<file path="config.mk">
export PLATFORM = sky130hd
export DESIGN_NAME = prog_loader_flat
export DESIGN_NICKNAME = d
export VERILOG_FILES = /design/src/rtl/prog_loader_if.sv /design/src/rtl/prog_loader.sv /design/src/flat_wrapper.sv
export SDC_FILE = /design/constraint.sdc
export NUM_CORES = 1
export LEC_CHECK = 0
export CAP_MARGIN = 25
export CORE_ASPECT_RATIO = 0.9
export CORE_MARGIN = 2
export CORE_UTILIZATION = 35
export CTS_CLUSTER_DIAMETER = 80
export CTS_CLUSTER_SIZE = 25
export DETAILED_ROUTE_END_ITERATION = 12
export SLEW_MARGIN = 20
export SYNTH_ARGS = -nofsm -noshare
export SYNTH_HDL_FRONTEND = slang
export SYNTH_SLANG_ARGS = --single-unit
</file>
<file path="constraint.sdc">
create_clock -name clk -period 2.31 [get_ports clk]
set_input_delay 0.3465 -clock clk [delete_from_list [all_inputs] [get_ports clk]]
set_output_delay 0.3465 -clock clk [all_outputs]
set_load 0.03 [all_outputs]
</file>
<file path="src/rtl/prog_loader_if.sv">
// prog_loader_if: byte stream into the loader and instruction-memory write bus out of it
//   in_valid/in_byte/in_last : producer -> loader stream, accepted when in_valid & in_ready
//   in_ready                 : loader -> producer
//   wr_en/wr_addr/wr_data    : loader -> instruction memory write port
interface prog_loader_if #(
   parameter int ADDR_W = 16,
   parameter int DATA_W = 16
);
   logic              in_valid;
   logic [7:0]        in_byte;
   logic              in_last;
   logic              in_ready;
   logic              wr_en;
   logic [ADDR_W-1:0] wr_addr;
   logic [DATA_W-1:0] wr_data;
   modport slave (
      input  in_valid, in_byte, in_last,
      output in_ready, wr_en, wr_addr, wr_data
   );
   modport master (
      output in_valid, in_byte, in_last,
      input  in_ready, wr_en, wr_addr, wr_data
   );
endinterface

</file>
<file path="src/rtl/prog_loader.sv">
// prog_loader: packs a byte stream into 16-bit words (high byte first), writes them to instruction memory from address 0, then releases the processor with a one-cycle start pulse
//   clk, reset(active-low sync) : clock and reset
//   bus (slave)                 : byte stream in, memory write port out
//   load_req                    : begin a new load (honoured only in IDLE/DONE)
//   proc_hold, start            : processor hold and start pulse
//   busy, done, word_count      : status
//   err_odd, err_overflow       : sticky load errors, cleared by the next load_req
module prog_loader #(
   parameter int unsigned DEPTH  = 128,
   parameter int          ADDR_W = 16,
   parameter int          DATA_W = 16
) (
   input  logic              clk,
   input  logic              reset,
   prog_loader_if.slave      bus,
   input  logic              load_req,
   output logic              proc_hold,
   output logic              start,
   output logic              busy,
   output logic              done,
   output logic [ADDR_W-1:0] word_count,
   output logic              err_odd,
   output logic              err_overflow
);
   localparam logic [2:0] IDLE    = 3'd0;
   localparam logic [2:0] LOAD_HI = 3'd1;
   localparam logic [2:0] LOAD_LO = 3'd2;
   localparam logic [2:0] WRITE   = 3'd3;
   localparam logic [2:0] RELEASE = 3'd4;
   localparam logic [2:0] START   = 3'd5;
   localparam logic [2:0] DONE    = 3'd6;
   // one extra bit so DEPTH == 2**ADDR_W still compares correctly
   localparam logic [ADDR_W:0] DEPTH_W = (ADDR_W + 1)'(DEPTH);

   logic [2:0]        state_q, state_d;
   logic [ADDR_W-1:0] wr_addr_q, wr_addr_d;
   logic [DATA_W-1:0] wr_data_q, wr_data_d;
   logic [ADDR_W-1:0] word_count_q, word_count_d;
   logic              err_odd_q, err_odd_d;
   logic              err_ovf_q, err_ovf_d;
   logic              last_q, last_d;
   logic              accept;
   logic              in_range;

   assign bus.in_ready = (state_q == LOAD_HI) || (state_q == LOAD_LO);
   assign accept       = bus.in_valid && bus.in_ready;
   assign in_range     = {1'b0, wr_addr_q} < DEPTH_W;

   always_comb begin
      state_d      = state_q;
      wr_addr_d    = wr_addr_q;
      wr_data_d    = wr_data_q;
      word_count_d = word_count_q;
      err_odd_d    = err_odd_q;
      err_ovf_d    = err_ovf_q;
      last_d       = last_q;
      case (state_q)
         IDLE, DONE: begin
            if (load_req) begin
               state_d      = LOAD_HI;
               wr_addr_d    = '0;
               word_count_d = '0;
               err_odd_d    = 1'b0;
               err_ovf_d    = 1'b0;
            end
         end
         LOAD_HI: begin
            if (accept) begin
               // a last byte landing in the high half is padded with a zero low byte
               wr_data_d = {bus.in_byte, bus.in_last ? 8'h00 : wr_data_q[DATA_W-9:0]};
               err_odd_d = err_odd_q | bus.in_last;
               last_d    = bus.in_last;
               state_d   = bus.in_last ? WRITE : LOAD_LO;
            end
         end
         LOAD_LO: begin
            if (accept) begin
               wr_data_d = {wr_data_q[DATA_W-1:8], bus.in_byte};
               last_d    = bus.in_last;
               state_d   = WRITE;
            end
         end
         WRITE: begin
            word_count_d = word_count_q + 1'b1;
            wr_addr_d    = &wr_addr_q ? wr_addr_q : wr_addr_q + 1'b1;
            err_ovf_d    = err_ovf_q | ~in_range;
            state_d      = last_q ? RELEASE : LOAD_HI;
         end
         RELEASE: state_d = START;
         START:   state_d = DONE;
         default: state_d = IDLE;
      endcase
   end

   always_ff @(posedge clk) begin
      if (!reset) begin
         state_q      <= IDLE;
         wr_addr_q    <= '0;
         wr_data_q    <= '0;
         word_count_q <= '0;
         err_odd_q    <= 1'b0;
         err_ovf_q    <= 1'b0;
         last_q       <= 1'b0;
      end else begin
         state_q      <= state_d;
         wr_addr_q    <= wr_addr_d;
         wr_data_q    <= wr_data_d;
         word_count_q <= word_count_d;
         err_odd_q    <= err_odd_d;
         err_ovf_q    <= err_ovf_d;
         last_q       <= last_d;
      end
   end

   assign bus.wr_en   = (state_q == WRITE) && in_range;
   assign bus.wr_addr = wr_addr_q;
   assign bus.wr_data = wr_data_q;
   // the processor is held everywhere except the tail of a completed load
   assign proc_hold    = !((state_q == RELEASE) || (state_q == START) || (state_q == DONE));
   assign start        = state_q == START;
   assign busy         = !((state_q == IDLE) || (state_q == DONE));
   assign done         = state_q == DONE;
   assign word_count   = word_count_q;
   assign err_odd      = err_odd_q;
   assign err_overflow = err_ovf_q;
endmodule

</file>
<file path="src/flat_wrapper.sv">
// flat-port wrapper written by rule: the top's interface ports become plain ports
module prog_loader_flat 
#(
   parameter int unsigned DEPTH  = 128,
   parameter int          ADDR_W = 16,
   parameter int          DATA_W = 16
)
  (clk, reset, load_req, proc_hold, start, busy, done, word_count, err_odd, err_overflow, bus_in_valid, bus_in_byte, bus_in_last, bus_in_ready, bus_wr_en, bus_wr_addr, bus_wr_data);
  prog_loader_if #(.ADDR_W(ADDR_W), .DATA_W(DATA_W)) bus_i ();
  input  logic clk;
  input  logic reset;
  input  logic load_req;
  output logic proc_hold;
  output logic start;
  output logic busy;
  output logic done;
  output logic [ADDR_W-1:0] word_count;
  output logic err_odd;
  output logic err_overflow;
  input wire logic [$bits(bus_i.in_valid)-1:0] bus_in_valid;
  input wire logic [$bits(bus_i.in_byte)-1:0] bus_in_byte;
  input wire logic [$bits(bus_i.in_last)-1:0] bus_in_last;
  output wire logic [$bits(bus_i.in_ready)-1:0] bus_in_ready;
  output wire logic [$bits(bus_i.wr_en)-1:0] bus_wr_en;
  output wire logic [$bits(bus_i.wr_addr)-1:0] bus_wr_addr;
  output wire logic [$bits(bus_i.wr_data)-1:0] bus_wr_data;
  assign bus_i.in_valid = bus_in_valid;
  assign bus_i.in_byte = bus_in_byte;
  assign bus_i.in_last = bus_in_last;
  assign bus_in_ready = bus_i.in_ready;
  assign bus_wr_en = bus_i.wr_en;
  assign bus_wr_addr = bus_i.wr_addr;
  assign bus_wr_data = bus_i.wr_data;
  prog_loader #(.DEPTH(DEPTH), .ADDR_W(ADDR_W), .DATA_W(DATA_W)) u_core (.clk(clk), .reset(reset), .bus(bus_i), .load_req(load_req), .proc_hold(proc_hold), .start(start), .busy(busy), .done(done), .word_count(word_count), .err_odd(err_odd), .err_overflow(err_overflow));
endmodule
</file>
==> results by group <==
Synthesis
  • Main flop type after synthesis: dfxtp_1
  • Synth Register Bits: 54
  • Net Count, Synth: 348
  • Ys Warns: 0
  • Post-Syn Area: 2690 um2
  • Ys async rst share: 0
  • Post-synth EDFFs: 0
  • Yosys cell types: 53
  • Mapped Avg Cell Area: 8.09 um2
  • Post-synthesis sequential area ratio: 0.401
  • Cells after Synth: about 330

Critical path
  • Critical Path End Type: output pin
  • CP max stage delay: 690 ps
  • Worst path bufs/invs: 2
  • CP Cell Sequence: nand2b_1, buf_4, nor2_1, clkdlybuf4s50_1
  • Worst-path maximum fanout: 11
  • Critical path startpoint category: flip-flop
  • Family with the most delay on the worst path: buffers and inverters
  • CP max-delay cell: clkdlybuf4s50_1
  • Kind of critical path: flip-flop to output pin
  • Req. time, crit path: 1960 ps
  • Worst EP arrival: roughly 1900 ps

STA
  • Least-Margin Pin Slew: 531 ps
  • Fmax: between 0.4 and 0.5 GHz
  • Hold_ws: 462 ps
  • Final period util: 0.957
  • RSZ-0062 raised after global routing: no
  • Final setup viols: 0
  • Final-report hold violation count: 0
  • Final Skew: 8.19 ps
  • Post-route setup TNS: 0 ps
  • Relative max-transition margin: 0.643
  • Max-slew violations: 0
  • Minimum clock period: 2210 ps

Die
  • Row Count: 30
  • Full die area: 8410 um2
  • Core box area: 7510 um2
  • Die H: 87.2 um
  • Chip width: about 96 um
  • Starting Density: 0.359
  • Boundary Pins: 69

Place
  • IO buf count: 68
  • Dpl hpwl: 5.20 mm
  • Post-DP Area: about 3600 um2
  • GP Congestion: 0.848

Clocking
  • Resized Gates After CTS: 4
  • Worst-path clk slew: 110 ps
  • Num Clock Sinks: 54
  • Hold buffers post-CTS: 0
  • Htree depth: 2
  • Setup Fix Bufs, Post-CTS: 0
  • Cts bufs inserted: 5
  • CTS root buffer: clkbuf_8
  • Worst skew pair latency: between 300 and 400 ps
  • Worst-case clock buffer depth: 2
  • CTS tree: yes

Pwr
  • P_leak: between 1 and 1.5 nW
  • Pwr per Cell Area: 485 nW/um2
  • VDD IR max: 0.266 mV
  • Total power: 0.00177 W

Detailed routing
  • Mean number of vias per cell: 5.35
  • Final antenna-violating net count: 0
  • Pre-antenna DRT Iters: 4
  • Vias: 2703
  • DR WL/cell: roughly 14 um
  • Total wire length: 7.15 mm
  • Drt drc: 0
  • Initial drt markers: ~110

Cells and area
  • Area delta synth->final: 35.8%
  • Share of cells above drive strength 1: 0.0880
  • NumNets Final: 423
  • Final Util: 0.487
  • Antenna fix cells: 0
  • Design area: 3660 um2

Flow run
  • Max Cap Viol: 0

Global routing
  • Total Routing Usage GR: 0.175
  • First-pass GRT wire length: between 10 and 15 mm
  • GR Overflow Total: 0
  • Initial antenna violation count: 0
  • Vias in the first global route: 2359
  • Largest net degree at the start of global routing: 23

Worst hold path
  • Worst min path class: flip-flop to flip-flop

Status
  • Status: complete, no violations
==> state kept, by name (all words and copies together), names as in the netlist <==
signal,count
u_core.bus.wr_addr,16
u_core.bus.wr_data,16
u_core.word_count,16
u_core.state_q,3
u_core.err_odd,1
u_core.err_overflow,1
u_core.last_q,1
==> worst min-delay path: stages, from the launching register on <==
cell and delay, ps:
dfxtp_1 320, nand2_1 50, a21oi_1 50
==> final timing paths <==
path                            slack (ps)                                from                             endpoint  cells past startpoint
worst max-delay path                   100      u_core.state_q[0]$_SDFFE_PN0P_                                 done                      4
worst min-delay path                   460  u_core.bus.wr_data[8]$_SDFFE_PN0P_   u_core.bus.wr_data[8]$_SDFFE_PN0P_                      2
worst max register to register         300  u_core.bus.wr_addr[9]$_SDFFE_PN0P_  u_core.bus.wr_addr[13]$_SDFFE_PN0P_                      5
worst min register to register         460  u_core.bus.wr_data[8]$_SDFFE_PN0P_   u_core.bus.wr_data[8]$_SDFFE_PN0P_                      2
==> power by group <==
part | switching (W) | leakage, nW | internal [W] | total (W)
sequential | 0.0000161 | 0.437 | 0.000943 | 0.000960
clock | 0.000330 | 0.0478 | 0.000248 | 0.000578
combinational | 0.000136 | 0.760 | 0.0000983 | 0.000234
==> metal layers <==
layer	routed length (um)	share of wire	GRT usage	up-vias
li1	-	-	-	1374
met1	3450	0.48	0.257	1242
met2	3170	0.44	0.262	81
met3	448	0.063	0.0372	6
met4	77	0.011	0.0423	0
met5	0	0	0	-
==> synth_stat cells, drive strengths merged, types with 7 or more instances <==
master | instances | area (um2)
nor3 | 7 | 45.0
nand2 | 53 | 199
a21oi | 23 | 115
o21ai | 23 | 115
clkbuf | 11 | 42.5
a211oi | 8 | 60.1
nand4 | 10 | 62.6
or3 | 8 | 50.1
dfxtp | 54 | 1080
nand3 | 18 | 90.1
nand2b | 11 | 68.8
mux2i | 10 | 100
nor2 | 20 | 75.1
buf | 7 | 33.8
==> final cells by class <==
type / instances / area (um2)
inverter: 6 / 22.5
clock buffer: 6 / 82.6
fill: 731 / 3850
multi-input combinational: 255 / 1510
sequential: 54 / 1080
timing repair buffer: 86 / 817
clock inverter: 2 / 16.3
tap: 96 / 120
==> cells by family after synthesis <==
group | synth area share
compound gates | 0.192
mux | 0.0414
buf+inv | 0.0367
xor+xnor | 0.00976
fa+ha+maj | 0.00929
simple gates | 0.309
flops | 0.401
==> cell usage in the layout, fill, tap and decap left out, drive strengths merged, types with 3 or more instances in the layout <==
| cell | n |
|---|---|
| clkdlybuf4s50 | 66 |
| dfxtp | 54 |
| nand2 | 53 |
| a21oi | 23 |
| o21ai | 23 |
| nor2 | 20 |
| nand3 | 18 |
| buf | 18 |
| nand2b | 11 |
| nand4 | 10 |
| mux2i | 10 |
| a211oi | 8 |
| or3 | 8 |
| inv | 7 |
| nor3 | 7 |
| nor4 | 6 |
| and3 | 6 |
| clkbuf | 6 |
| a31oi | 4 |
| xnor2 | 3 |
| or4 | 3 |
| o31ai | 3 |
| nand3b | 3 |
==> per-stage QoR <==
stage               cells  setup slack, ps
finish                505              100
global route          505             33.0
CTS                   505             67.5
detailed placement    497              176
global placement      497              218
floorplan             333              436
(Power assumes the default switching activity.)
